==> config.mk <==
export PLATFORM = sky130hd
export DESIGN_NAME = autobaud_ctrl
export DESIGN_NICKNAME = d
export VERILOG_FILES = /design/src/rtl/uart_pkg.sv /design/src/rtl/sync_2ff.sv /design/src/rtl/autobaud_ctrl.sv
export SDC_FILE = /design/constraint.sdc
export NUM_CORES = 1
export LEC_CHECK = 0
export BUFFER_PORTS_ARGS = -buffer_cell sky130_fd_sc_hd__buf_2
export CELL_PAD_IN_SITES_DETAIL_PLACEMENT = 1
export CELL_PAD_IN_SITES_GLOBAL_PLACEMENT = 2
export CORE_UTILIZATION = 37
export CTS_CLUSTER_SIZE = 20
export DETAILED_ROUTE_END_ITERATION = 8
export PLACE_DENSITY = 0.8
export RECOVER_POWER = 100
export SYNTH_ARGS = -nofsm -noshare
export SYNTH_HDL_FRONTEND = slang
export SYNTH_SLANG_ARGS = --single-unit
==> constraint.sdc <==
create_clock -name clk -period 6.4 [get_ports clk]
set_input_delay 0.32 -clock clk [delete_from_list [all_inputs] [get_ports clk]]
set_output_delay 0.32 -clock clk [all_outputs]
set_load 0.02 [all_outputs]
==> src/rtl/uart_pkg.sv <==
// Purpose: shared UART constants, autobaud FSM encoding and sync-character definition.
// Latency: n/a (declarations only).
// Backpressure: n/a.
package uart_pkg;

  localparam int DVSR_W   = 8;   // baud generator divisor width
  localparam int DVSR_RST = 53;  // 115200 baud at 100 MHz with 16x oversampling
  localparam int CNT_W    = 16;  // autobaud measurement counter width
  localparam int OSR_LOG2 = 4;   // 16 rx ticks per bit

  // 0x55 sent LSB first gives a falling edge at the start bit and at
  // data bits 1, 3, 5 and 7, i.e. every two bit periods.
  localparam logic [7:0] SYNC_CHAR  = 8'h55;
  localparam int         SYNC_FALLS = 4;  // falls after the start-bit edge

  typedef enum logic [2:0] {
    ST_IDLE      = 3'd0,
    ST_ARM       = 3'd1,
    ST_WAIT_EDGE = 3'd2,
    ST_MEASURE   = 3'd3,
    ST_CALC      = 3'd4
  } ab_state_t;

endpackage

==> src/rtl/sync_2ff.sv <==
// Purpose: two-flop synchronizer for an asynchronous level input; resets to 1 (idle line).
// Latency: 2 clk from d to q.
// Backpressure: none.
// Ports: clk, reset (sync, active-high), d (async input), q (synchronized output).
module sync_2ff (
  input  logic clk,
  input  logic reset,
  input  logic d,
  output logic q
);

  logic s1_q, s1_d;
  logic s2_q, s2_d;

  always_comb begin
    s1_d = d;
    s2_d = s1_q;
  end

  always_ff @(posedge clk) begin
    if (reset) begin
      s1_q <= 1'b1;
      s2_q <= 1'b1;
    end else begin
      s1_q <= s1_d;
      s2_q <= s2_d;
    end
  end

  assign q = s2_q;

endmodule

==> src/rtl/autobaud_ctrl.sv <==
// Purpose: owns the baud divisor; set by direct cfg write or by timing a 0x55 sync char on rx.
// Latency: cfg write -> dvsr next clk; 4th sync fall seen -> done/dvsr 2 clk later.
// Backpressure: busy/baud_hold high during detection; start/cfg_we ignored while busy, abort cancels.
// Ports: clk, reset; rx (async serial in); start/abort pulses; cfg_we/cfg_dvsr direct write;
//        dvsr (registered divisor), busy, baud_hold (=busy), done/err one-cycle result pulses.
module autobaud_ctrl #(
  parameter int DVSR_W   = uart_pkg::DVSR_W,
  parameter int CNT_W    = uart_pkg::CNT_W,
  parameter int OSR_LOG2 = uart_pkg::OSR_LOG2,
  parameter int DVSR_RST = uart_pkg::DVSR_RST
) (
  input  logic              clk,
  input  logic              reset,
  input  logic              rx,
  input  logic              start,
  input  logic              abort,
  input  logic              cfg_we,
  input  logic [DVSR_W-1:0] cfg_dvsr,
  output logic [DVSR_W-1:0] dvsr,
  output logic              busy,
  output logic              baud_hold,
  output logic              done,
  output logic              err
);

  import uart_pkg::*;

  localparam logic [CNT_W-1:0] CNT_MAX  = {CNT_W{1'b1}};
  localparam logic [CNT_W:0]   Q_ONE    = (CNT_W+1)'(1);
  localparam logic [CNT_W:0]   Q_MAX    = (CNT_W+1)'(2**DVSR_W);
  // Half of the 8-bit-period * oversampling divisor, for round-to-nearest.
  localparam logic [CNT_W:0]   Q_RND    = (CNT_W+1)'(2**(OSR_LOG2+2));
  localparam logic [2:0]       LAST_FC  = 3'(SYNC_FALLS-1);

  logic              rx_sync;
  logic              prev_q, prev_d;
  logic              fall;

  ab_state_t         state_q, state_d;
  logic [CNT_W-1:0]  cnt_q, cnt_d;
  logic [2:0]        fallcnt_q, fallcnt_d;
  logic [DVSR_W-1:0] dvsr_q, dvsr_d;
  logic              done_q, done_d;
  logic              err_q, err_d;
  logic [CNT_W:0]    quo;

  sync_2ff u_rx_sync (
    .clk   (clk),
    .reset (reset),
    .d     (rx),
    .q     (rx_sync)
  );

  assign prev_d = rx_sync;
  assign fall   = prev_q & ~rx_sync;

  always_comb begin
    state_d   = state_q;
    cnt_d     = cnt_q;
    fallcnt_d = fallcnt_q;
    dvsr_d    = dvsr_q;
    done_d    = 1'b0;
    err_d     = 1'b0;
    // N = cnt_q in CALC; 8 bit periods, each 2^OSR_LOG2 ticks of dvsr+1 clocks.
    quo       = ({1'b0, cnt_q} + Q_RND) >> (OSR_LOG2 + 3);

    case (state_q)
      ST_IDLE: begin
        // A direct write wins over a simultaneous start.
        if (cfg_we) begin
          dvsr_d = cfg_dvsr;
        end else if (start) begin
          state_d = ST_ARM;
        end
      end
      ST_ARM: begin
        if (abort) begin
          state_d = ST_IDLE;
        end else if (rx_sync) begin
          state_d = ST_WAIT_EDGE;
        end
      end
      ST_WAIT_EDGE: begin
        if (abort) begin
          state_d = ST_IDLE;
        end else if (fall) begin
          cnt_d     = '0;
          fallcnt_d = '0;
          state_d   = ST_MEASURE;
        end
      end
      ST_MEASURE: begin
        if (abort) begin
          state_d = ST_IDLE;
        end else begin
          // Counting on the 4th-fall cycle too makes cnt equal t4 - t0 in CALC.
          if (cnt_q != CNT_MAX) begin
            cnt_d = cnt_q + CNT_W'(1);
          end
          if (fall) begin
            fallcnt_d = fallcnt_q + 3'd1;
          end
          if (fall && (fallcnt_q == LAST_FC)) begin
            state_d = ST_CALC;
          end else if (cnt_q == CNT_MAX) begin
            err_d   = 1'b1;
            state_d = ST_IDLE;
          end
        end
      end
      ST_CALC: begin
        state_d = ST_IDLE;
        if (!abort) begin
          if ((quo >= Q_ONE) && (quo <= Q_MAX)) begin
            dvsr_d = DVSR_W'(quo - Q_ONE);
            done_d = 1'b1;
          end else begin
            err_d = 1'b1;
          end
        end
      end
      default: begin
        state_d = ST_IDLE;
      end
    endcase
  end

  always_ff @(posedge clk) begin
    if (reset) begin
      prev_q    <= 1'b1;
      state_q   <= ST_IDLE;
      cnt_q     <= '0;
      fallcnt_q <= '0;
      dvsr_q    <= DVSR_W'(DVSR_RST);
      done_q    <= 1'b0;
      err_q     <= 1'b0;
    end else begin
      prev_q    <= prev_d;
      state_q   <= state_d;
      cnt_q     <= cnt_d;
      fallcnt_q <= fallcnt_d;
      dvsr_q    <= dvsr_d;
      done_q    <= done_d;
      err_q     <= err_d;
    end
  end

  assign dvsr      = dvsr_q;
  assign busy      = (state_q != ST_IDLE);
  assign baud_hold = busy;
  assign done      = done_q;
  assign err       = err_q;

endmodule

## After elaboration in Yosys (flattened, before gate mapping)

Index checks and enable logic that the tools add are counted.

| storage, ports and cells | value |
|---|---|
| bits of input ports | 14 |
| output and inout port bits | 12 |
| logic and storage cells | 80 |
| bits in registers | 35 |

| operators by class | value |
|---|---|
| equal/unequal tests | 20 |
| $lt $le $gt $ge | 2 |
| bitwise gates (word level) | 3 |
| reductions and logical operators | 11 |
| add/sub/neg operators | 4 |
| muxes and demuxes | 31 |

Operators by type and width:

| kind | count |
|---|---|
| 16-bit two-way mux | 4 |
| 3-bit two-way mux | 13 |
| 16-bit case mux with 2 select lines | 1 |
| 8-bit two-way mux | 3 |
| 2-bit inequality test (second input constant) | 10 |
| 16-bit by 7-bit adder with 17-bit output (second input constant) | 1 |
| 16-bit by 1-bit adder with 16-bit output (second input constant) | 1 |
| 16-bit == test (second input constant) | 1 |
| 16-bit inequality test (second input constant) | 1 |
| 8-bit case mux with 2 select lines | 1 |
| 5-bit AND reduction | 3 |
| 3-bit case mux with 4 select lines | 1 |
| 10-bit by 1-bit greater-or-equal comparator with 1-bit output (second input constant) | 1 |
| 10-bit by 9-bit less-or-equal comparator with 1-bit output (second input constant) | 1 |
| 3-bit by 2-bit == test with 1-bit output (second input constant) | 3 |
| 8-bit by 1-bit subtractor with 8-bit output (second input constant) | 1 |
| 1-bit two-way mux | 6 |
| 3-bit case mux with 2 select lines | 1 |
| 4-bit inequality test (second input constant) | 1 |
| 4-bit AND reduction | 1 |
| 2-bit nonzero test | 2 |
| 3-bit by 1-bit adder with 3-bit output (second input constant) | 1 |
| 3-bit by 1-bit == test with 1-bit output (second input constant) | 1 |
| 3-bit == test (second input constant) | 1 |
| 9 further kinds | 11 |

## Logic depth before layout (Yosys ltp)

Gate-level depths: netlist (run 1).

| depth | value |
|---|---|
| word-level depth | 6 |
| gate-level depth with buffers | 10 |
| depth with buffers taken out | 9 |

## By module

From an unflattened synthesis (run 1), not the netlist that was laid out.

| unflattened totals | value |
|---|---|
| cell total of the unflattened synthesis | 264 |
| area total of the unflattened synthesis | 2262.2 um2 |

By module, submodules not included:

| module | instances | sequential area each (um2) | area an instance (um2) | cells an instance |
|---|---|---|---|---|
| autobaud_ctrl | 1 | 660.6 | 2209.6 | 260 |
| sync_2ff | 1 | 40.0 | 52.6 | 4 |

## Worst setup path before layout (run 1)

No wires, ideal clock.

| path | value |
|---|---|
| kind | flip-flop to flip-flop |
| start point | reg cnt_q[7] |
| end point | reg dvsr_q[0], in the netlist dvsr[0] |
| data arrival time | 2.432 ns |
| data required time | 6.328 ns |
| setup slack | 3.896 ns |
| path buffers | 1 |
| stages on the path, launching flop included | 11 |
| setup time | 0.072 ns |
| clock period less this slack | 2.504 ns |
| path through | dfxtp_1 ha_1 xnor2_1 ha_1 nor2b_1 nand3_1 or3_4 a32oi_4 and2_1 buf_6 mux2i_1 |

| on the way | value |
|---|---|
| cells in the longest elaborated chain, start to end | 5 |
| elaborated cells on any way between the ends | 10 |
| classes of those cells | add/sub (2); order compare (2); eq/ne (1); mux (3); reduce/logical (2) |

RTL lines:

| item | line | source |
|---|---|---|
| from (decl) | autobaud_ctrl.sv:40 | `logic [CNT_W-1:0] cnt_q, cnt_d;` |
| from (signal assigned) | autobaud_ctrl.sv:140 | `cnt_q <= cnt_d;` |
| 16-bit by 7-bit adder with 17-bit output (*) | autobaud_ctrl.sv:65 | `quo = ({1'b0, cnt_q} + Q_RND) >> (OSR_LOG2 + 3);` |
| 8-bit by 1-bit subtractor with 8-bit output (tied with other cells) | autobaud_ctrl.sv:115 | `dvsr_d = DVSR_W'(quo - Q_ONE);` |
| 8-bit two-way mux or 1-bit logical AND (tied branches) | autobaud_ctrl.sv:114 | `if ((quo >= Q_ONE) && (quo <= Q_MAX)) begin` |
| 8-bit two-way mux or 2-bit inequality test (tied branches) | - |  |
| 8-bit case mux with 2 select lines or 4-bit AND reduction (tied branches) | - |  |
| to (signal assigned) | autobaud_ctrl.sv:134 | `dvsr_q <= DVSR_W'(DVSR_RST);` |
| to (signal assigned) | autobaud_ctrl.sv:142 | `dvsr_q <= dvsr_d;` |
| to (decl) | autobaud_ctrl.sv:42 | `logic [DVSR_W-1:0] dvsr_q, dvsr_d;` |

Mark *: on every way between the ends. The rest lies on a longest branch, timed or not. The select of a mux whose other input is x is not followed.
A chain may end at the register's enable or synchronous reset.

## Final worst setup path (run 1)

| path | value |
|---|---|
| start point | reg cnt_q[9] |
| end point | reg cnt_q[11] |

| on the way | value |
|---|---|
| cells in the longest elaborated chain, start to end | 4 |
| elaborated cells on any way between the ends | 7 |
| classes of those cells | add/sub (1); eq/ne (2); mux (3); reduce/logical (1) |

RTL lines:

| item | line | source |
|---|---|---|
| 16-bit by 1-bit adder with 16-bit output | autobaud_ctrl.sv:98 | `cnt_d = cnt_q + CNT_W'(1);` |
| 16-bit two-way mux | autobaud_ctrl.sv:97 | `if (cnt_q != CNT_MAX) begin` |
| 16-bit two-way mux | autobaud_ctrl.sv:93 | `if (abort) begin` |
| 16-bit case mux with 2 select lines | autobaud_ctrl.sv:67 | `case (state_q)` |

Several ways; a longest one is shown, not always the timed one. The select of a mux whose other input is x is not followed.

==> results of run 1 <==
## where the power goes
group / total, mW / internal, mW / switching [mW]
clock: 0.175 / 0.0982 / 0.0764
combinational: 0.0726 / 0.0252 / 0.0474
sequential: 0.238 / 0.227 / 0.0103
## worst paths after layout
| kind | slack, ns | cells past startpoint | end |
|---|---|---|---|
| max reg2reg | 2.98 | 6 | cnt_q[11] |
| min | 0.23 | 2 | u_rx_sync.s1_q |
| max | 2.98 | 6 | cnt_q[11] |
| min reg2reg | 0.41 | 1 | u_rx_sync.q |
## flip-flops by register name, indices dropped and copies added, names as in the netlist, 3 cells and up
register,cells
cnt_q,16
fallcnt_q,3
dvsr,8
state_q,3
## cells by family after synthesis
| logic type | share of synthesized area |
|---|---|
| compound gates | 0.181 |
| xor+xnor | 0.0724 |
| fa+ha+maj | 0.0460 |
| buf+inv | 0.0517 |
| flops | 0.322 |
| mux | 0.0276 |
| simple gates | 0.299 |
## stage by stage
step / hold slack, ns / power [mW] / util / area, um^2
4_1_cts: 0.220 / 0.497 / 0.434 / 2420
6_report: 0.229 / 0.485 / 0.425 / 2370
5_1_grt: 0.231 / 0.508 / 0.425 / 2370
3_3_place_gp: 0.408 / 0.320 / 0.416 / 2320
2_1_floorplan: 0.389 / 0.302 / - / 2180
3_5_place_dp: 0.408 / 0.321 / 0.416 / 2320
## per-layer routing
metal	vias to the layer above	track usage	part of all wire	wire length [um]
li1	980	-	-	-
met1	904	0.230	0.50	2580
met2	21	0.292	0.46	2350
met3	4	0.0356	0.030	152
met4	0	0.0556	0.0086	44
met5	-	0	0	0
## Yosys cell counts (all sizes together), types with 2 or more instances
library cell	n
nand3	9
xor2	7
nand4	11
o21ai	13
buf	5
a21oi	17
nand3b	2
nor2	34
dfxtp	35
nor3	9
nand4b	4
nand2	13
a31oi	3
or2	4
a211oi	6
nor4	4
clkbuf	7
o31ai	3
and3	3
a32oi	2
and2	5
or3	10
nor2b	2
ha	8
a2111oi	2
xnor2	11
mux2i	6
and4	4
inv	11
## critical path, delay by kind of cell (launching register included)
family / cells / cell delay [ns]
and+or+nand+nor: 4 / 1.59
AOI/OAI and AO/OA: 2 / 1.31
DFF: 1 / 0.43
## final cells by class
class,count,area [um^2],area share
clock buffers,8,100,0.0423
inverters,11,41.3,0.0174
multi-input cells,202,1330,0.560
flip-flops and latches,35,701,0.296
well taps,72,90.1,0.0381
repair buffers,25,109,0.0460
==> flow_summary.ini, run 1 <==
[pwr]
power_density_nw_per_um2 = 205
peakVddDrop_mv = 0.130
p_leak_nw = 0.880

[critical_path]
max_stage_delay_ns = 1.13
start_kind = flop
r2r_start = cnt_q[9]
crit_top_cell = nand4_1
path_class = reg -> reg
path_max_fanout = 13
critPathArrivalTime_ns = 3.61
critPathCaptureType = flop
worstPathRequired_ns = 6.60
cp_slowest_cell = a311oi_1
path_cells = nand4_1 -> nor2_1 -> a311oi_1 -> nand4_1 -> or3_1 -> a21oi_1
worstSetupStartpoint = cnt_q[9]

[drt]
vias_per_cell = 5.41
drc_errors = 0
wire_per_inst_um = 14.5
ant_nets = 0
num_vias = 1909
first_pass_iters = 4
drtIter0Drc = 37
wl_um = 5120

[yosys]
ys_warn_count = 0
async_reset_ff_frac = 0
ys_seq_elements = 35
synth-edff-count = 0
netlist_instances = 260
netlist_area_um2 = 2180
ys_types = 50
ys.flop_type = dfxtp_1
synth.area.top_cells = dfxtp_1, nor2_1, ha_1, xnor2_1, a21oi_1
avgSynthCellArea_um2 = 8.37
synth_top_area_cell = dfxtp_1
synth_fp_nets = 282
synth_top_area_share = 0.322
ys_seq_area_frac = 0.322

[cts]
clkLatencyLatePin_ns = 0.29
htree_levels = 2
cts_resized = 0
cts_buffers = 5
cts_tree = built
cts_root_buffer = clkbuf_8
hold_buffers = 0
clockBufferDepth = 2
cts_setup_buffers = 0
clock-sinks = 35
clkTransAtPathRegs_ns = 0.06

[floorplan]
start_util = 0.391
die_area_um2 = 6190
ios = 26
die_w_um = 78.7
rows = 27
core-area_um2 = 5570
die_h_um = 78.7

[global_routing]
grtUsageTotal = 0.177
grt_pass1_vias = 1869
grt_max_degree = 27
antenna_found_initial = 0
grt_pass1_wl_um = 8790
grt_overflow = 0

[finish]
stdcell_count = 353
layout_commonest_cell = dfxtp_1
antennaDiodeCount = 0
final_cell_mix = dfxtp_1, nor2_1, a21oi_1
nets = 302
areaGrowthSynthToFinish_pct = 8.74
drive_above_1_share = 0.117
fillers = 699

[place]
dpl.hpwl_um = 3840
io_buffers = 25
pre_cts_slack_ns = 3.42
post-place-cells = 345
place.gp.congestion = 0.753

[timing]
grt_setup_unrepaired = false
fin_crit_sh = 0.534
final_hold_viol_count = 0
setup_viol = 0
fin_crit_ns = 3.42
fmax_ghz = 0.293
fin_tns_setup_ns = 0
finClkSkew_ns = 0.0107
setup_slack_ns = 2.98
max-slew-margin-rel = 0.0776
slew_violations = 0
tightest_slew_ns = 1.37

[worst_hold_path]
hold_path.class = in -> reg
min_from = rx

[job]
max_cap_viol_count = 0

[run_status]
outcome = finished, final reports clean
No activity file was read; power rests on OpenSTA's default activity.
==> run 2, diff against run 1 <==
--- a/config.mk
+++ b/config.mk
@@ -8,10 +8,10 @@
 export BUFFER_PORTS_ARGS = -buffer_cell sky130_fd_sc_hd__buf_2
 export CELL_PAD_IN_SITES_DETAIL_PLACEMENT = 1
 export CELL_PAD_IN_SITES_GLOBAL_PLACEMENT = 2
-export CORE_UTILIZATION = 37
+export CORE_UTILIZATION = 35
 export CTS_CLUSTER_SIZE = 20
 export DETAILED_ROUTE_END_ITERATION = 8
-export PLACE_DENSITY = 0.8
+export PLACE_DENSITY = 0.76
 export RECOVER_POWER = 100
 export SYNTH_ARGS = -nofsm -noshare
 export SYNTH_HDL_FRONTEND = slang
==> constraint.sdc (replaced) <==
create_clock -name clk -period 3.45 [get_ports clk]
set_input_delay 0.1725 -clock clk [delete_from_list [all_inputs] [get_ports clk]]
set_output_delay 0.1725 -clock clk [all_outputs]
set_load 0.02 [all_outputs]
==> flow_summary.ini, run 2 (synthesis results as in run 1) <==
[run_status]
outcome = finished, final reports clean

[global_routing]
grt_overflow = 0
antenna_found_initial = 0
grtUsageMet3 = 0.0382
grt_max_degree = 27
grt_busiest_layer = met2
grt_use_met1 = 0.235
grt_pass1_vias = 1798
grt_pass1_wl_um = 8550
grt_util_met2 = 0.256
grtUsageTotal = 0.169

[floorplan]
core-area_um2 = 5960
die_area_um2 = 6540
die_w_um = 80.9
start_util = 0.366
ios = 26
die_h_um = 80.9
rows = 28

[drt]
drtIter0Drc = 23
num_vias = 1926
wire_per_inst_um = 14.7
ant_nets = 0
drc_errors = 0
wl_um = 5250
vias_per_cell = 5.41
first_pass_iters = 4

[pwr]
total_power_mw = 0.969
peakVddDrop_mv = 0.195
p_leak_nw = 0.890
power_density_nw_per_um2 = 406

[worst_hold_path]
hold_end = u_rx_sync.s1_q
min_from = rx
hold_path.class = in -> reg
whs_path_depth = 2

[job]
max_cap_viol_count = 0

[cts]
cts_resized = 0
clockBufferDepth = 2
cts_buffers = 5
cts_tree = built
cts_setup_buffers = 0
clkLatencyLatePin_ns = 0.29
cts_root_buffer = clkbuf_8
clkTransAtPathRegs_ns = 0.08
htree_levels = 2
hold_buffers = 0
clock-sinks = 35

[critical_path]
critPathCaptureType = flop
r2r_slack_ns = 0.47
cp_num_buf_inv = 0
path_cells = ha_1 -> xnor2_1 -> ha_1 -> nor2b_1 -> nand3_1 -> or3_4 -> a32oi_4 -> and2_1 -> a211oi_1
cp_slowest_cell = dfxtp_1
r2r_start = cnt_q[7]
critPathTopFamily = simple AND/OR/NAND/NOR gates
path_max_fanout = 8
reg2reg_depth = 9
path_class = reg -> reg
rr_endpoint = dvsr[6]
worstPathRequired_ns = 3.57
start_kind = flop
crit_top_cell = ha_1
critPathArrivalTime_ns = 3.10
max_stage_delay_ns = 0.49

[place]
place.gp.congestion = 0.729
post-place-cells = 348
io_buffers = 25
dpl.hpwl_um = 3740
pre_cts_slack_ns = 0.504
placed_cell_area_um2 = 2320

[timing]
final_hold_viol_count = 0
setup_slack_ns = 0.474
slew_violations = 0
tightest_slew_ns = 1.16
fin_crit_sh = 0.863
grt_setup_unrepaired = false
setup_viol = 0
hold_ws_ns = 0.0774
finClkSkew_ns = 0.00436
fin_crit_ns = 2.98
fmax_ghz = 0.336
fin_tns_setup_ns = 0
max-slew-margin-rel = 0.226

[finish]
final_cell_mix = dfxtp_1, nor2_1, a21oi_1
layout_commonest_cell = dfxtp_1
utilization = 0.401
largest_reg_flops = 16
antennaDiodeCount = 0
design_area_um2 = 2390
areaGrowthSynthToFinish_pct = 9.77
drive_above_1_share = 0.121
largest_register = cnt_q
stdcell_count = 356
nets = 302
[run 2: cell type report]
class                   count  area, um^2
clock buffers               6        82.6
clock inverters             2        35.0
fillers                   754        3570
inverters                  11        41.3
multi-input cells         202        1330
flip-flops and latches     35         701
well taps                  75        93.8
repair buffers             25         109
[run 2: how the worst max path moves through the flow]
stage,start,end,slack (ns),depth (start not counted)
finish,cnt_q[7],dvsr[6],0.47,9
global route,cnt_q[9],dvsr[6],0.19,7
CTS,cnt_q[7],dvsr[0],0.47,9
detailed placement,cnt_q[7],dvsr[0],0.50,9
global placement,cnt_q[7],dvsr[0],0.63,9
floorplan,cnt_q[7],dvsr[0],0.95,10
[run 2: worst register-to-register path, stage by stage, from the launching register on]
cell	delay, ns
dfxtp_1	0.49
ha_1	0.31
xnor2_1	0.24
ha_1	0.33
nor2b_1	0.22
nand3_1	0.09
or3_4	0.35
a32oi_4	0.27
and2_1	0.39
a211oi_1	0.12
[run 2: routing by layer]
| metal | up-vias | wire [um] |
|---|---|---|
| met1 | 915 | 2740 |
| met2 | 22 | 2270 |
| met3 | 7 | 166 |
| met5 | - | 0 |
| met4 | 0 | 66 |
| li1 | 982 | - |
[run 2: power by group]
part | internal, mW | total (mW) | switching [mW]
combinational | 0.0464 | 0.134 | 0.0881
sequential | 0.422 | 0.441 | 0.0197
clock | 0.234 | 0.393 | 0.159
